==> src/rtl/uncache_pkg.sv <==
// Shared types for the uncached data-access bridge: FSM state encoding and
// the conversion from the core's access size to an AXI size code.
package uncache_pkg;

    typedef enum logic [2:0] {
        UC_IDLE  = 3'd0,
        UC_RREQ  = 3'd1,
        UC_RWAIT = 3'd2,
        UC_WREQ  = 3'd3,
        UC_WRESP = 3'd4,
        UC_DONE  = 3'd5
    } uc_state_t;

    function automatic logic [2:0] axi_size(input logic [1:0] size);
        return {1'b0, size};
    endfunction

endpackage

==> src/rtl/uncache.sv <==
// Uncached data-access bridge: turns one core load/store into a single-beat
// AXI read or write and stalls the core until the response has been consumed.
//
//  state  | meaning
//  -------+--------------------------------------------------------------
//  IDLE   | no access in flight; captures a request when conf_en is high
//  RREQ   | read address presented, waiting for arready
//  RWAIT  | waiting for read data on rvalid
//  WREQ   | write address and data presented, each handshakes on its own
//  WRESP  | waiting for the write response on bvalid
//  DONE   | one-cycle stall release so the core takes the result
module uncache
    import uncache_pkg::*;
#(
    parameter logic [3:0] UC_ID = 4'd1
) (
    input  logic        clk,
    input  logic        rst,

    input  logic        conf_en,
    input  logic [3:0]  conf_wen,
    input  logic [1:0]  conf_size,
    input  logic [31:0] conf_addr,
    input  logic [31:0] conf_wdata,
    output logic [31:0] conf_rdata,
    output logic        stallreq,

    output logic [3:0]  arid,
    output logic [31:0] araddr,
    output logic [2:0]  arsize,
    output logic        arvalid,
    input  logic        arready,

    input  logic [31:0] rdata,
    input  logic        rvalid,
    output logic        rready,

    output logic [3:0]  awid,
    output logic [31:0] awaddr,
    output logic [2:0]  awsize,
    output logic        awvalid,
    input  logic        awready,

    output logic [31:0] wdata,
    output logic [3:0]  wstrb,
    output logic        wlast,
    output logic        wvalid,
    input  logic        wready,

    input  logic        bvalid,
    output logic        bready
);

    uc_state_t   state;
    logic [31:0] addr_q;
    logic [1:0]  size_q;
    logic [31:0] wdata_q;
    logic [3:0]  wstrb_q;
    logic        aw_done;
    logic        w_done;

    logic aw_hs;
    logic w_hs;
    logic aw_complete;
    logic w_complete;

    assign aw_hs       = awvalid & awready;
    assign w_hs        = wvalid & wready;
    assign aw_complete = aw_done | aw_hs;
    assign w_complete  = w_done | w_hs;

    // Stall is raised in the same cycle the request appears so the core
    // never advances past an access that has not been captured yet.
    assign stallreq = ((state == UC_IDLE) && conf_en) ||
                      (state == UC_RREQ)  || (state == UC_RWAIT) ||
                      (state == UC_WREQ)  || (state == UC_WRESP);

    assign arid   = UC_ID;
    assign awid   = UC_ID;
    assign araddr = addr_q;
    assign awaddr = addr_q;
    assign arsize = axi_size(size_q);
    assign awsize = axi_size(size_q);
    assign wdata  = wdata_q;
    assign wstrb  = wstrb_q;
    assign wlast  = wvalid;

    always_ff @(posedge clk) begin
        if (rst) begin
            state      <= UC_IDLE;
            addr_q     <= 32'h0;
            size_q     <= 2'd0;
            wdata_q    <= 32'h0;
            wstrb_q    <= 4'h0;
            conf_rdata <= 32'h0;
            arvalid    <= 1'b0;
            rready     <= 1'b0;
            awvalid    <= 1'b0;
            wvalid     <= 1'b0;
            bready     <= 1'b0;
            aw_done    <= 1'b0;
            w_done     <= 1'b0;
        end else begin
            unique case (state)
                UC_IDLE: begin
                    if (conf_en) begin
                        addr_q  <= conf_addr;
                        size_q  <= conf_size;
                        wdata_q <= conf_wdata;
                        wstrb_q <= conf_wen;
                        if (conf_wen == 4'h0) begin
                            arvalid <= 1'b1;
                            state   <= UC_RREQ;
                        end else begin
                            awvalid <= 1'b1;
                            wvalid  <= 1'b1;
                            aw_done <= 1'b0;
                            w_done  <= 1'b0;
                            state   <= UC_WREQ;
                        end
                    end
                end
                UC_RREQ: begin
                    if (arready) begin
                        arvalid <= 1'b0;
                        rready  <= 1'b1;
                        state   <= UC_RWAIT;
                    end
                end
                UC_RWAIT: begin
                    if (rvalid) begin
                        conf_rdata <= rdata;
                        rready     <= 1'b0;
                        state      <= UC_DONE;
                    end
                end
                UC_WREQ: begin
                    if (aw_complete && w_complete) begin
                        awvalid <= 1'b0;
                        wvalid  <= 1'b0;
                        aw_done <= 1'b0;
                        w_done  <= 1'b0;
                        bready  <= 1'b1;
                        state   <= UC_WRESP;
                    end else begin
                        if (aw_hs) begin
                            awvalid <= 1'b0;
                            aw_done <= 1'b1;
                        end
                        if (w_hs) begin
                            wvalid <= 1'b0;
                            w_done <= 1'b1;
                        end
                    end
                end
                UC_WRESP: begin
                    if (bvalid) begin
                        bready <= 1'b0;
                        state  <= UC_DONE;
                    end
                end
                UC_DONE: state <= UC_IDLE;
                default: state <= UC_IDLE;
            endcase
        end
    end

endmodule

==> config.mk <==
export PLATFORM = sky130hd
export DESIGN_NAME = uncache
export DESIGN_NICKNAME = d
export VERILOG_FILES = /design/src/rtl/uncache_pkg.sv /design/src/rtl/uncache.sv
export SDC_FILE = /design/constraint.sdc
export NUM_CORES = 1
export LEC_CHECK = 0
export CELL_PAD_IN_SITES_DETAIL_PLACEMENT = 0
export CELL_PAD_IN_SITES_GLOBAL_PLACEMENT = 1
export CORE_ASPECT_RATIO = 0.5
export CORE_MARGIN = 2
export CORE_UTILIZATION = 27
export CTS_CLUSTER_SIZE = 25
export DETAILED_ROUTE_END_ITERATION = 8
export HOLD_SLACK_MARGIN = 0.05
export PLACE_DENSITY_LB_ADDON = 0.1
export REMOVE_ABC_BUFFERS = 1
export SYNTH_ARGS = -nofsm -noshare
export SYNTH_HDL_FRONTEND = slang
export SYNTH_SLANG_ARGS = --single-unit
export TNS_END_PERCENT = 1
==> constraint.sdc <==
create_clock -name clk -period 4.4 [get_ports clk]
set_clock_uncertainty 0.05 [all_clocks]
set_input_delay 0.66 -clock clk [delete_from_list [all_inputs] [get_ports clk]]
set_output_delay 0.66 -clock clk [all_outputs]
set_load 0.05 [all_outputs]
==> results.py <==
metrics = {
    "outcome": {
        "run_status": "completed",
    },
    "place": {
        "place.port_buffers": 252,
        "dp_hpwl_microns": 8790,
        "placed_area_sq_um": 6720,
        "gp_congestion": 0.746,
        "dpl.cell_count": 944,
        "post-place-ws_ns": 1.46,
    },
    "routing": {
        "viasPerCell": 4.37,
        "drc": 0,
        "wl_microns": 13300,
        "drt_iter0_drc": 214,
        "dr.pass1.iters": 6,
        "ant_nets": 0,
        "wl_per_cell_microns": 13.8,
        "vias": 4191,
    },
    "sta": {
        "report.final.hold_viol_count": 0,
        "slew_headroom_pct": 37.9,
        "period_share_pct": 67.6,
        "setup_viol": 0,
        "tns_ns": 0,
        "rsz0062_at_grt": "no",
        "fin_crit_ns": 2.97,
        "worst_slack_ns": 1.43,
        "max_freq_mhz": 336,
        "tightest_slew_ns": 0.932,
        "slew_viol_final": 0,
    },
    "setup_path": {
        "cp.required_ns": 3.69,
        "end_kind": "primary output",
        "cp_max_fo": 15,
        "path_buf_inv": 1,
        "start_kind": "flip-flop",
        "critPathArrivalTime_ns": 2.26,
        "path_cells": "nor2_1, mux2i_1, clkdlybuf4s50_1",
        "crit_path_max_incr_delay_ns": 0.82,
        "critPathKind": "flip-flop to primary output",
        "critPathTopFamily": "buffers and inverters",
        "crit_path_top_delay_cell": "clkdlybuf4s50_1",
    },
    "layout": {
        "layoutNonFillerInstCount": 960,
        "stdcell_area_sq_um": 6990,
        "mostFrequentLayoutCell": "clkdlybuf4s50_1",
        "antenna_cells": 0,
        "area_growth_pct": 59.9,
        "drive_above_1_share_pct": 3.57,
        "final_cell_mix": "clkdlybuf4s50_1 (251), nand2_1 (209), dfxtp_1 (112)",
        "final_nets": 861,
        "post-route-util_pct": 44.8,
    },
    "logic_synthesis": {
        "yosysWarningCount": 0,
        "netlist_area_sq_um": 4370,
        "yosysSeqAreaShare_pct": 51.3,
        "synth_cell_types": 31,
        "syn_area_per_cell_sq_um": 7.86,
        "ys_ff_latch": 112,
        "synthCells": 556,
    },
    "grt": {
        "grt_overflow": 0,
        "grt_pass1_vias": 3820,
        "grt_max_degree": 82,
        "grt_pass1_wl_microns": 19900,
        "track_usage_pct": 14.9,
        "antenna_found_initial": 0,
    },
    "clock_network": {
        "ctsResizeCount": 0,
        "clockBufferDepth": 2,
        "cts_root_buf": "clkbuf_16",
        "cts_setup_buffers": 0,
        "tritoncts": "yes",
        "clock-sinks": 112,
        "clk_pin_slew_ns": 0.07,
        "cts_inserted_buffers": 9,
        "insertion_delay_ns": 0.35,
        "htree_levels": 3,
        "holdBufCountCts": 0,
    },
    "floorplanning": {
        "num_rows": 32,
        "die_area_sq_um": 17300,
        "core_sq_um": 15600,
        "fp.dieH_microns": 94.0,
        "die_w_microns": 184,
        "initial_core_util_pct": 28.0,
        "io-pin-count": 263,
    },
    "power": {
        "power_density_nw_per_um2": 438,
        "p_leak_nw": 2.45,
        "ir_drop_v": 0.000177,
    },
    "worst_hold_path": {
        "hold_path_class": "flip-flop to flip-flop",
    },
    "flow_run": {
        "maxCapViolCount": 0,
    },
}
-- path summary, 6_finish.rpt --
check                           slack, ns           start        endpoint  cells after the start
worst max-delay path                 1.43        state[0]        stallreq                      3
worst min-delay path                 0.40  conf_rdata[10]  conf_rdata[10]                      2
worst max register to register       2.24        state[0]         arvalid                      5
worst min register to register       0.40  conf_rdata[10]  conf_rdata[10]                      2
-- synthesized netlist by cell type (all sizes together) --
| cell | instances | area share (%) |
|---|---|---|
| nand2 | 209 | 18 |
| nor2b | 1 | 0.14 |
| o211ai | 2 | 0.34 |
| or2 | 2 | 0.29 |
| a211oi | 1 | 0.17 |
| buf | 66 | 10 |
| a21oi | 111 | 13 |
| nor2 | 6 | 0.52 |
| o21ba | 3 | 0.69 |
| nor4b | 2 | 0.74 |
| and2 | 1 | 0.14 |
| o31ai | 1 | 0.17 |
| nor3 | 4 | 0.57 |
| conb | 2 | 0.17 |
| a211o | 1 | 0.20 |
| nand3b | 1 | 0.17 |
| mux2i | 1 | 0.23 |
| nand3 | 1 | 0.11 |
| o21ai | 4 | 0.46 |
| clkbuf | 15 | 1.3 |
| a221oi | 1 | 0.20 |
| a31o | 1 | 0.20 |
| inv | 1 | 0.086 |
| a31oi | 2 | 0.29 |
| or4 | 1 | 0.17 |
| nand4 | 2 | 0.29 |
| dfxtp | 112 | 51 |
| nand2b | 2 | 0.29 |
-- worst reg2reg max path, delay by kind of cell (launching register included) --
kind                   cells  cell delay [ns]
buffers and inverters      1             0.60
AND/OR/NAND/NOR            3             0.40
flip-flops                 1             0.68
AO/OA/AOI/OAI              1             0.28
-- logic make-up (layout without fill, tap and decap cells) --
kind of cell | count (synthesis) | after routing | share of synthesized area [%]
buf+inv | 82 | 274 | 11.5
simple gates | 232 | 232 | 21.4
mux | 1 | 1 | 0.229
compound gates | 127 | 127 | 15.4
flops | 112 | 112 | 51.3
other cells | 2 | 10 | 0.172
-- registers in the layout, summed over array words and instances (netlist names) --
| register | count |
|---|---|
| wlast | 1 |
| rready | 1 |
| w_done | 1 |
| conf_rdata | 32 |
| awvalid | 1 |
| bready | 1 |
| wstrb | 4 |
| aw_done | 1 |
| size_q | 2 |
| arvalid | 1 |
| state | 3 |
| wdata | 32 |
| araddr | 32 |
-- metal layers --
layer	up-vias	track usage (%)	part of all wire [%]	routed length (microns)
met5	-	0	0	0
met4	0	3.47	1.0	139
met3	11	6.82	8.8	1170
met2	140	25.2	47	6310
met1	1909	17.2	43	5680
li1	2131	-	-	-
-- power by group --
group	leakage, nW	internal (mW)	switching (mW)
sequential	0.914	1.11	0.0724
combinational	1.40	0.376	0.735
clock	0.130	0.399	0.365
-- metrics by stage --
stage | hold WS, ns | power (mW)
2_1_floorplan | 0.408 | 1.88
3_3_place_gp | 0.391 | 2.33
3_5_place_dp | 0.395 | 2.33
4_1_cts | 0.406 | 3.11
5_1_grt | 0.418 | 3.22
6_report | 0.402 | 3.06
-- layout make-up --
class | count | area [sq um]
repair buffers | 257 | 2560
well taps | 204 | 255
multi-input cells | 370 | 1660
clock buffers | 13 | 250
flip-flops and latches | 112 | 2240
clock inverters | 3 | 17.5
inverters | 1 | 3.75
fillers | 1596 | 8630
Note: power is estimated with default switching activity, not from simulation.
